[src/rtl/otter_mem_port_arbiter_if.sv]
// Shared bus bundle between pipeline requesters, arbiter and memory.
// master = arbiter side, slave = requesters/memory side.
interface otter_mem_port_arbiter_if #(
    parameter int ADDR_W = 32,
    parameter int DATA_W = 32
);
    logic              IF_REQ;
    logic [ADDR_W-1:0] IF_ADDR;
    logic              IF_GNT;
    logic              IF_RVALID;
    logic [DATA_W-1:0] IF_RDATA;

    logic              D_REQ;
    logic              D_WE;
    logic [ADDR_W-1:0] D_ADDR;
    logic [DATA_W-1:0] D_WDATA;
    logic [1:0]        D_SIZE;
    logic              D_SIGN;
    logic              D_GNT;
    logic              D_RVALID;
    logic [DATA_W-1:0] D_RDATA;

    logic              M_REQ;
    logic              M_WE;
    logic [ADDR_W-1:0] M_ADDR;
    logic [DATA_W-1:0] M_WDATA;
    logic [1:0]        M_SIZE;
    logic              M_SIGN;
    logic              M_GNT;
    logic              M_RVALID;
    logic [DATA_W-1:0] M_RDATA;

    logic              BUSY;
    logic              OWNER;
    logic              SPURIOUS;

    modport master (
        input  IF_REQ, IF_ADDR,
        output IF_GNT, IF_RVALID, IF_RDATA,
        input  D_REQ, D_WE, D_ADDR, D_WDATA, D_SIZE, D_SIGN,
        output D_GNT, D_RVALID, D_RDATA,
        output M_REQ, M_WE, M_ADDR, M_WDATA, M_SIZE, M_SIGN,
        input  M_GNT, M_RVALID, M_RDATA,
        output BUSY, OWNER, SPURIOUS
    );

    modport slave (
        output IF_REQ, IF_ADDR,
        input  IF_GNT, IF_RVALID, IF_RDATA,
        output D_REQ, D_WE, D_ADDR, D_WDATA, D_SIZE, D_SIGN,
        input  D_GNT, D_RVALID, D_RDATA,
        input  M_REQ, M_WE, M_ADDR, M_WDATA, M_SIZE, M_SIGN,
        output M_GNT, M_RVALID, M_RDATA,
        input  BUSY, OWNER, SPURIOUS
    );
endinterface

[src/rtl/otter_mem_port_arbiter.sv]
// Fetch/data arbiter for one single-ported memory bus.
// One outstanding transaction; data priority with a fetch-starvation bound.
module otter_mem_port_arbiter #(
    parameter int ADDR_W          = 32,
    parameter int DATA_W          = 32,
    parameter int MAX_DATA_STREAK = 4
) (
    input logic CLK,
    input logic RST_N,
    otter_mem_port_arbiter_if.master bus
);
    typedef enum logic [1:0] {IDLE, REQ, RESP} state_e;

    localparam logic [3:0] STREAK_MAX = 4'(MAX_DATA_STREAK);

    state_e            state_q, state_d;
    logic [3:0]        streak_q, streak_d;
    logic              owner_q, owner_d;
    logic              spurious_q, spurious_d;
    logic              we_q, we_d;
    logic [ADDR_W-1:0] addr_q, addr_d;
    logic [DATA_W-1:0] wdata_q, wdata_d;
    logic [1:0]        size_q, size_d;
    logic              sign_q, sign_d;
    logic              d_win;

    // Data wins unless fetch is waiting and the data streak is exhausted.
    assign d_win = bus.D_REQ && !(bus.IF_REQ && streak_q == STREAK_MAX);

    always_ff @(posedge CLK or negedge RST_N) begin
        if (!RST_N) begin
            state_q    <= IDLE;
            streak_q   <= '0;
            owner_q    <= 1'b0;
            spurious_q <= 1'b0;
            we_q       <= 1'b0;
            addr_q     <= '0;
            wdata_q    <= '0;
            size_q     <= '0;
            sign_q     <= 1'b0;
        end else begin
            state_q    <= state_d;
            streak_q   <= streak_d;
            owner_q    <= owner_d;
            spurious_q <= spurious_d;
            we_q       <= we_d;
            addr_q     <= addr_d;
            wdata_q    <= wdata_d;
            size_q     <= size_d;
            sign_q     <= sign_d;
        end
    end

    always_comb begin
        state_d       = state_q;
        streak_d      = streak_q;
        owner_d       = owner_q;
        spurious_d    = spurious_q | (bus.M_RVALID && state_q != RESP);
        we_d          = we_q;
        addr_d        = addr_q;
        wdata_d       = wdata_q;
        size_d        = size_q;
        sign_d        = sign_q;
        bus.IF_GNT    = 1'b0;
        bus.D_GNT     = 1'b0;
        bus.IF_RVALID = 1'b0;
        bus.D_RVALID  = 1'b0;
        unique case (state_q)
            IDLE: begin
                if (d_win) begin
                    bus.D_GNT = 1'b1;
                    owner_d   = 1'b1;
                    we_d      = bus.D_WE;
                    addr_d    = bus.D_ADDR;
                    wdata_d   = bus.D_WDATA;
                    size_d    = bus.D_SIZE;
                    sign_d    = bus.D_SIGN;
                    state_d   = REQ;
                    if (!bus.IF_REQ)
                        streak_d = '0;
                    else if (streak_q != STREAK_MAX)
                        streak_d = streak_q + 4'd1;
                end else if (bus.IF_REQ) begin
                    bus.IF_GNT = 1'b1;
                    owner_d    = 1'b0;
                    we_d       = 1'b0;
                    addr_d     = bus.IF_ADDR;
                    wdata_d    = '0;
                    size_d     = 2'd2;
                    sign_d     = 1'b0;
                    streak_d   = '0;
                    state_d    = REQ;
                end
            end
            REQ: begin
                if (bus.M_GNT)
                    state_d = we_q ? IDLE : RESP;
            end
            RESP: begin
                if (bus.M_RVALID) begin
                    state_d = IDLE;
                    if (owner_q)
                        bus.D_RVALID = 1'b1;
                    else
                        bus.IF_RVALID = 1'b1;
                end
            end
            default: state_d = IDLE;
        endcase
    end

    assign bus.M_REQ     = (state_q == REQ);
    assign bus.M_WE      = we_q;
    assign bus.M_ADDR    = addr_q;
    assign bus.M_WDATA   = wdata_q;
    assign bus.M_SIZE    = size_q;
    assign bus.M_SIGN    = sign_q;
    assign bus.IF_RDATA  = bus.M_RDATA;
    assign bus.D_RDATA   = bus.M_RDATA;
    assign bus.BUSY      = (state_q != IDLE);
    assign bus.OWNER     = owner_q;
    assign bus.SPURIOUS  = spurious_q;
endmodule

[src/flat_wrapper.sv]
// flat-port wrapper written by rule: the top's interface ports become plain ports
module otter_mem_port_arbiter_flat 
#(
    parameter int ADDR_W          = 32,
    parameter int DATA_W          = 32,
    parameter int MAX_DATA_STREAK = 4
)
  (CLK, RST_N, bus_IF_REQ, bus_IF_ADDR, bus_IF_GNT, bus_IF_RVALID, bus_IF_RDATA, bus_D_REQ, bus_D_WE, bus_D_ADDR, bus_D_WDATA, bus_D_SIZE, bus_D_SIGN, bus_D_GNT, bus_D_RVALID, bus_D_RDATA, bus_M_REQ, bus_M_WE, bus_M_ADDR, bus_M_WDATA, bus_M_SIZE, bus_M_SIGN, bus_M_GNT, bus_M_RVALID, bus_M_RDATA, bus_BUSY, bus_OWNER, bus_SPURIOUS);
  otter_mem_port_arbiter_if #(.ADDR_W(ADDR_W), .DATA_W(DATA_W)) bus_i ();
  input logic CLK;
  input logic RST_N;
  input wire logic [$bits(bus_i.IF_REQ)-1:0] bus_IF_REQ;
  input wire logic [$bits(bus_i.IF_ADDR)-1:0] bus_IF_ADDR;
  output wire logic [$bits(bus_i.IF_GNT)-1:0] bus_IF_GNT;
  output wire logic [$bits(bus_i.IF_RVALID)-1:0] bus_IF_RVALID;
  output wire logic [$bits(bus_i.IF_RDATA)-1:0] bus_IF_RDATA;
  input wire logic [$bits(bus_i.D_REQ)-1:0] bus_D_REQ;
  input wire logic [$bits(bus_i.D_WE)-1:0] bus_D_WE;
  input wire logic [$bits(bus_i.D_ADDR)-1:0] bus_D_ADDR;
  input wire logic [$bits(bus_i.D_WDATA)-1:0] bus_D_WDATA;
  input wire logic [$bits(bus_i.D_SIZE)-1:0] bus_D_SIZE;
  input wire logic [$bits(bus_i.D_SIGN)-1:0] bus_D_SIGN;
  output wire logic [$bits(bus_i.D_GNT)-1:0] bus_D_GNT;
  output wire logic [$bits(bus_i.D_RVALID)-1:0] bus_D_RVALID;
  output wire logic [$bits(bus_i.D_RDATA)-1:0] bus_D_RDATA;
  output wire logic [$bits(bus_i.M_REQ)-1:0] bus_M_REQ;
  output wire logic [$bits(bus_i.M_WE)-1:0] bus_M_WE;
  output wire logic [$bits(bus_i.M_ADDR)-1:0] bus_M_ADDR;
  output wire logic [$bits(bus_i.M_WDATA)-1:0] bus_M_WDATA;
  output wire logic [$bits(bus_i.M_SIZE)-1:0] bus_M_SIZE;
  output wire logic [$bits(bus_i.M_SIGN)-1:0] bus_M_SIGN;
  input wire logic [$bits(bus_i.M_GNT)-1:0] bus_M_GNT;
  input wire logic [$bits(bus_i.M_RVALID)-1:0] bus_M_RVALID;
  input wire logic [$bits(bus_i.M_RDATA)-1:0] bus_M_RDATA;
  output wire logic [$bits(bus_i.BUSY)-1:0] bus_BUSY;
  output wire logic [$bits(bus_i.OWNER)-1:0] bus_OWNER;
  output wire logic [$bits(bus_i.SPURIOUS)-1:0] bus_SPURIOUS;
  assign bus_i.IF_REQ = bus_IF_REQ;
  assign bus_i.IF_ADDR = bus_IF_ADDR;
  assign bus_IF_GNT = bus_i.IF_GNT;
  assign bus_IF_RVALID = bus_i.IF_RVALID;
  assign bus_IF_RDATA = bus_i.IF_RDATA;
  assign bus_i.D_REQ = bus_D_REQ;
  assign bus_i.D_WE = bus_D_WE;
  assign bus_i.D_ADDR = bus_D_ADDR;
  assign bus_i.D_WDATA = bus_D_WDATA;
  assign bus_i.D_SIZE = bus_D_SIZE;
  assign bus_i.D_SIGN = bus_D_SIGN;
  assign bus_D_GNT = bus_i.D_GNT;
  assign bus_D_RVALID = bus_i.D_RVALID;
  assign bus_D_RDATA = bus_i.D_RDATA;
  assign bus_M_REQ = bus_i.M_REQ;
  assign bus_M_WE = bus_i.M_WE;
  assign bus_M_ADDR = bus_i.M_ADDR;
  assign bus_M_WDATA = bus_i.M_WDATA;
  assign bus_M_SIZE = bus_i.M_SIZE;
  assign bus_M_SIGN = bus_i.M_SIGN;
  assign bus_i.M_GNT = bus_M_GNT;
  assign bus_i.M_RVALID = bus_M_RVALID;
  assign bus_i.M_RDATA = bus_M_RDATA;
  assign bus_BUSY = bus_i.BUSY;
  assign bus_OWNER = bus_i.OWNER;
  assign bus_SPURIOUS = bus_i.SPURIOUS;
  otter_mem_port_arbiter #(.ADDR_W(ADDR_W), .DATA_W(DATA_W), .MAX_DATA_STREAK(MAX_DATA_STREAK)) u_core (.CLK(CLK), .RST_N(RST_N), .bus(bus_i));
endmodule
[config.mk]
export PLATFORM = sky130hd
export DESIGN_NAME = otter_mem_port_arbiter_flat
export DESIGN_NICKNAME = d
export VERILOG_FILES = /design/src/rtl/otter_mem_port_arbiter_if.sv /design/src/rtl/otter_mem_port_arbiter.sv /design/src/flat_wrapper.sv
export SDC_FILE = /design/constraint.sdc
export NUM_CORES = 1
export LEC_CHECK = 0
export ABC_AREA = 1
export ABC_CLOCK_PERIOD_IN_PS = 1600
export CAP_MARGIN = 30
export CELL_PAD_IN_SITES_DETAIL_PLACEMENT = 0
export CELL_PAD_IN_SITES_GLOBAL_PLACEMENT = 1
export CORE_UTILIZATION = 22
export CTS_BUF_LIST = sky130_fd_sc_hd__clkbuf_8
export CTS_CLUSTER_DIAMETER = 80
export DETAILED_ROUTE_END_ITERATION = 8
export GPL_ROUTABILITY_DRIVEN = 0
export GPL_TIMING_DRIVEN = 0
export PLACE_DENSITY = 0.79
export SLEW_MARGIN = 15
export SYNTH_ARGS = -nofsm -noshare
export SYNTH_HDL_FRONTEND = slang
export SYNTH_SLANG_ARGS = --single-unit
[constraint.sdc]
create_clock -name CLK -period 1.6 [get_ports CLK]
set_input_delay 0.4 -clock CLK [delete_from_list [all_inputs] [get_ports CLK]]
set_output_delay 0.4 -clock CLK [all_outputs]
set_load 0.005 [all_outputs]
==> impl_metrics.yaml, run 1 <==
global_route:
  antenna_found_initial: 0
  grt_pass1_vias: 4390
  grt_max_degree: 49
  grt_usage_pct: 15.3
  grt_pass1_wl_um: 23100
  overflow: 0
yosys:
  avgSynthCellArea_um2: 7.57
  synth_nets: 690
  synth_cell_types: 24
  syn_area_mm2: 0.00417
  syn_inst: 550
  yosys_warnings: 0
  seq_area_frac_synth_pct: 45.7
  ys_seq_elements: 76
outcome:
  status: "finished with violations"
  violations: "negative setup slack"
floorplanning:
  initial_utilization_pct: 22.8
  die_x_um: 140
  die_area_mm2: 0.0195
  die_h_um: 140
  pin_count: 278
  core_mm2: 0.0183
  num_rows: 49
worst_setup_path:
  critPathMaxFanout: 2
  crit_slowest_cell: "dfrtp_1"
  crit_path_end_kind: "primary output"
  worstSetupStartpointType: "flop"
  worstPathRequired_ns: 1.20
  cp_data_arrival_time_ns: 1.63
  path_cells: "inv_2 -> ha_4 -> nand2_2 -> inv_2 -> nand2_4 -> nand2_8 -> buf_12 -> nor2_8 -> buf_6 -> buf_6"
  crit_type: "reg2out"
  max_stage_delay_ns: 0.38
clocking:
  cts_htree_levels: 3
  clk_pin_slew_ns: 0.08
  clkSinkCount: 76
  cts_buffers: 9
  clk_path_buf_depth: 2
  cts_tree: "yes"
  clk_latency_ns: 0.36
  clockRootBuffer: "clkbuf_8"
sta:
  finalSetupViolations: 39
  rsz0062_at_grt: "yes"
  min_period_over_period_pct: 127
  relSlewSlack_pct: 57.9
  tightest_slew_ns: 0.631
  fmax_ghz: 0.492
  slew_viol_final: 0
  hold_viol_final: 0
  worst_slack_ns: -0.431
  finClkSkew_ns: 0.00741
  finalSetupTns_ns: -2.55
  period_minus_slack_ns: 2.03
power:
  vdd_drop_max_mv: 0.360
  leakagePower_nw: 4.22
  powerDensity_mw_per_mm2: 1250
flow_run:
  maxCapViolations: 0
detailed_routing:
  drt-initial-drc-count: 101
  wire_per_inst_um: 13.7
  dr_total_vias: 4371
  ant_nets: 0
  drt_wl_total_um: 14900
  via_per_inst: 4.03
  drt_pass1_iterations: 4
  drcViolationCount: 0
finish:
  fin_area_mm2: 0.00783
  areaGrowthSynthToFinish_pct: 88.0
  drive_gt1_share_pct: 25.2
  antennaDiodeCount: 0
  fin_nets: 991
placed_design:
  place.port_buffers: 244
  place_ws_ns: -1.09
  dp_hpwl_um: 10400
  dpl-instance-area_mm2: 0.00692
worst_hold_path:
  hp-class: "in2reg"
-- cells in the final DEF (no fill, tap or decap), drive strengths merged --
| cell type | n |
|---|---|
| o21ai | 6 |
| nand4 | 1 |
| dlygate4sd2 | 72 |
| dlygate4sd3 | 1 |
| o21bai | 2 |
| clkinvlp | 1 |
| ha | 2 |
| clkbuf | 17 |
| clkdlybuf4s50 | 165 |
| nand2 | 219 |
| clkinv | 2 |
| nand3 | 67 |
| bufinv | 1 |
| buf | 134 |
| inv | 79 |
| xnor2 | 1 |
| nor2 | 7 |
| dfrtp | 76 |
| nor3 | 2 |
| o22ai | 1 |
-- power breakdown --
| group | switching (mW) | leakage, nW | internal (mW) | total [mW] |
|---|---|---|---|---|
| registers | 0.447 | 0.958 | 2.78 | 3.23 |
| clock network | 0.749 | 0.107 | 0.796 | 1.55 |
| logic | 2.33 | 3.15 | 2.69 | 5.02 |
-- cell families after synthesis --
kind of cell,count (synthesis),synth area share (%)
AO/OA/AOI/OAI,9,1.50
XOR/XNOR,1,0.210
adder cells (fa/ha/maj),2,0.601
buffers and inverters,166,22.1
flip-flops,76,45.7
AND/OR/NAND/NOR,296,29.9
-- worst paths after layout --
check,from,end,slack (ns),cells after the start
max,u_core.streak_q[0],bus_D_GNT,-0.43,10
min,bus_D_REQ,u_core.bus.M_ADDR[5],0.42,4
max reg2reg,u_core.streak_q[0],u_core.bus.M_ADDR[28],-0.07,13
min reg2reg,u_core.bus.M_ADDR[11],u_core.bus.M_ADDR[11],0.47,2
max in group asynchronous,RST_N,u_core.bus.M_SIZE[1],0.48,3
min in group asynchronous,RST_N,u_core.bus.M_WDATA[29],0.52,2
-- critical path, delay by kind of cell, from the launching register on --
| family | cells | cell delay, ns |
|---|---|---|
| adders and majority gates | 1 | 0.15 |
| buffers and inverters | 5 | 0.42 |
| DFF | 1 | 0.38 |
| and+or+nand+nor | 4 | 0.31 |
-- timing repair --
item,in CTS,in global routing
hold buffers,1,0
setup endpoints to repair,123,58
cloned,0,5
endpoints found under the hold margin,28,0
buffers inserted,27,13
resized for setup,129,78
pin swaps,6,12
-- final cells by class --
type                            count  area (um2)
Tap cell                          229         287
Sequential cell                    76        1900
Buffer                             88         716
Multi-Input combinational cell    308        1570
Clock inverter                      5        51.3
Clock buffer                       11         151
Inverter                           78         298
Fill cell                        1874       10400
Timing Repair Buffer              290        2860
-- per-stage QoR --
step,power [mW],utilization [%],hold slack [ns],cells
floorplan,5.11,-,0.104,550
global placement,7.89,37.7,0.462,1023
detailed placement,7.95,37.9,0.372,1024
CTS,9.51,40.1,0.398,1068
global route,10.6,42.9,0.419,1085
finish,9.79,42.9,0.425,1085
-- Yosys cell counts (all sizes together) --
library cell  instances  area share (%)
nand2               219              20
buf                  87              15
inv                  78             7.0
dfrtp                76              46
nand3                67             8.1
nor2                  7             1.1
o21ai                 6            0.99
ha                    2            0.60
nor3                  2            0.24
o21bai                2            0.36
clkbuf                1           0.090
nand4                 1            0.15
o22ai                 1            0.15
xnor2                 1            0.21
-- state kept, by name, indices dropped and copies added, names as in the netlist --
register / flops
u_core.bus.M_ADDR: 32
u_core.bus.M_WE: 1
u_core.bus.M_SIZE: 2
u_core.bus.OWNER: 1
u_core.bus.M_WDATA: 32
u_core.bus.SPURIOUS: 1
u_core.bus.M_SIGN: 1
u_core.streak_q: 4
u_core.state_q: 2
-- metal layers --
metal	track usage (%)	wire [um]
met1	19.1	6530
met2	25.5	7040
met5	0	0
met4	3.30	93
met3	5.37	1220
(Power assumes the default switching activity.)
==> run 2: changes to the inputs <==
REMOVE_ABC_BUFFERS = 1   (was unset)
SLEW_MARGIN = 20   (was 15)
==> impl_metrics.yaml, run 2 (same netlist as run 1, synthesis figures left out) <==
worst_hold_path:
  hold_start: "u_core.bus.M_ADDR[11]"
  whs_path_depth: 2
  hp-class: "reg2reg"
  whs_endpoint: "u_core.bus.M_ADDR[11]"
sta:
  relSlewSlack_pct: 67.9
  slew_viol_final: 0
  hold_viol_final: 0
  min_period_over_period_pct: 122
  fmax_ghz: 0.512
  tightest_slew_ns: 0.482
  finClkSkew_ns: 0.00597
  period_minus_slack_ns: 1.95
  finalSetupViolations: 23
  worst_slack_ns: -0.355
  rsz0062_at_grt: "yes"
finish:
  antennaDiodeCount: 0
  final_cell_mix: "nand2_1 (216), clkdlybuf4s50_1 (102), dfrtp_1 (75)"
  drive_gt1_share_pct: 12.3
  fin_area_mm2: 0.00630
  areaGrowthSynthToFinish_pct: 51.3
  layout_commonest_cell: "nand2_1"
  fin_nets: 834
global_route:
  antenna_found_initial: 0
  grt_usage_pct: 17.4
  overflow: 0
  grt_pass1_vias: 3868
  grt_max_degree: 46
  grt_pass1_wl_um: 24500
clocking:
  clk_path_buf_depth: 2
  clkSinkCount: 76
  clk_pin_slew_ns: 0.08
  cts_htree_levels: 3
  cts_tree: "yes"
  cts_buffers: 9
  clockRootBuffer: "clkbuf_8"
  clk_latency_ns: 0.36
worst_setup_path:
  r2r_slack_ns: -0.03
  cp_data_arrival_time_ns: 1.55
  cp_top_family: "flip-flops"
  path_cells: "inv_2 -> ha_4 -> nand2_4 -> inv_4 -> nand2_8 -> nand2_8 -> inv_4 -> nor3_4 -> buf_2"
  r2r_cells: 11
  r2r-start: "u_core.streak_q[1]"
  max_stage_delay_ns: 0.40
  worstPathRequired_ns: 1.20
  crit_type: "reg2out"
  crit_slowest_cell: "dfrtp_1"
  worstSetupStartpointType: "flop"
  critPathMaxFanout: 4
  r2r-end: "u_core.bus.M_WDATA[8]"
  cp.buffers_inverters: 4
  crit_path_end_kind: "primary output"
flow_run:
  maxCapViolations: 0
placed_design:
  place.port_buffers: 181
  dpl-instance-area_mm2: 0.00576
  dp_hpwl_um: 10900
detailed_routing:
  dr_total_vias: 3862
  drt_wl_total_um: 16500
  drcViolationCount: 0
  via_per_inst: 4.16
  drt_pass1_iterations: 4
  ant_nets: 0
  drt-initial-drc-count: 166
  wire_per_inst_um: 17.8
floorplanning:
  die_area_mm2: 0.0195
  core_mm2: 0.0183
  num_rows: 49
  pin_count: 278
  die_h_um: 140
  die_x_um: 140
  initial_utilization_pct: 22.8
power:
  powerDensity_mw_per_mm2: 1520
  leakagePower_nw: 3.44
  vdd_drop_max_mv: 0.352
  total_power_mw: 9.57
outcome:
  status: "finished with violations"
  violations: "negative setup slack"
[run 2: cell count changes in the layout (fill, tap and decap cells not counted), moves of 5 or more]
cell / change
buf_4: -72
buf_12: -5
nand2_4: -5
nand3_2: -17
nand2_2: -20
nand2_1: +25
clkbuf_16: -5
clkdlybuf4s50_1: -63
nand3_1: +17
buf_6: -6
[run 2: cell type report]
cell class                 instances  area (um2)
timing repair buffer             218        2090
inverter                          78         308
tap                              229         287
clock buffer                      11         151
sequential                        76        1900
clock inverter                     5         108
multi-input combinational        311        1460
fill                            1969       12000
[run 2: metal layers]
metal  up-vias  wire length, um  global-route usage (%)  share of wire (%)
met5         -              104                    4.26               0.63
li1       1876                -                       -                  -
met3        20             2110                    9.98                 13
met1      1760             7180                    21.7                 43
met2       203             6810                    24.0                 41
met4         3              300                    6.71                1.8
[run 2: report_power, final]
part           internal, mW  leakage [nW]  switching, mW  total [mW]
clock network          1.13         0.130          0.806        1.93
registers              2.78         0.957          0.455        3.24
logic                  2.24          2.36           2.16        4.39
total                  6.15          3.44           3.42        9.57
[run 2: timing repair]
action | in CTS | in global routing
gates resized for setup | 125 | 7
pin swaps | 10 | 6
hold buffers | 1 | 0
setup endpoints to repair | 149 | 61
hold endpoints to repair | 31 | 0
gates cloned | 3 | 0
setup buffers | 26 | 5
[run 2: worst max path at each step]
| stage | from | endpoint | slack, ns | cells after the start |
|---|---|---|---|---|
| final | u_core.streak_q[1] | bus_IF_GNT | -0.35 | 9 |
| after global placement | bus_D_REQ | u_core.bus.M_ADDR[29] | -3.91 | 5 |
| after detailed placement | bus_IF_REQ | bus_D_GNT | -1.71 | 7 |
| after CTS | u_core.streak_q[0] | bus_IF_GNT | -0.42 | 9 |
| after global routing | u_core.streak_q[0] | bus_IF_GNT | -0.46 | 9 |
| after floorplan | bus_IF_REQ | u_core.bus.M_ADDR[0] | -0.62 | 4 |
[run 2: tightest hold or removal path, delay by kind of cell (launching register included)]
family	cells	cell delay (ns)
flip-flops	1	0.34
AND/OR/NAND/NOR	2	0.10
[run 2: per-stage QoR]
stage | worst slack [ns] | instances | hold WS, ns | TNS (ns) | util (%)
finish | -0.355 | 928 | 0.476 | -1.36 | 34.5
floorplan | -0.617 | 462 | 0.104 | -31.91 | -
detailed placement | -1.71 | 877 | 0.395 | -65.73 | 31.5
global placement | -3.91 | 872 | 0.462 | -484.09 | 30.8
CTS | -0.421 | 923 | 0.445 | -1.90 | 34.1
global route | -0.462 | 928 | 0.472 | -4.89 | 34.5
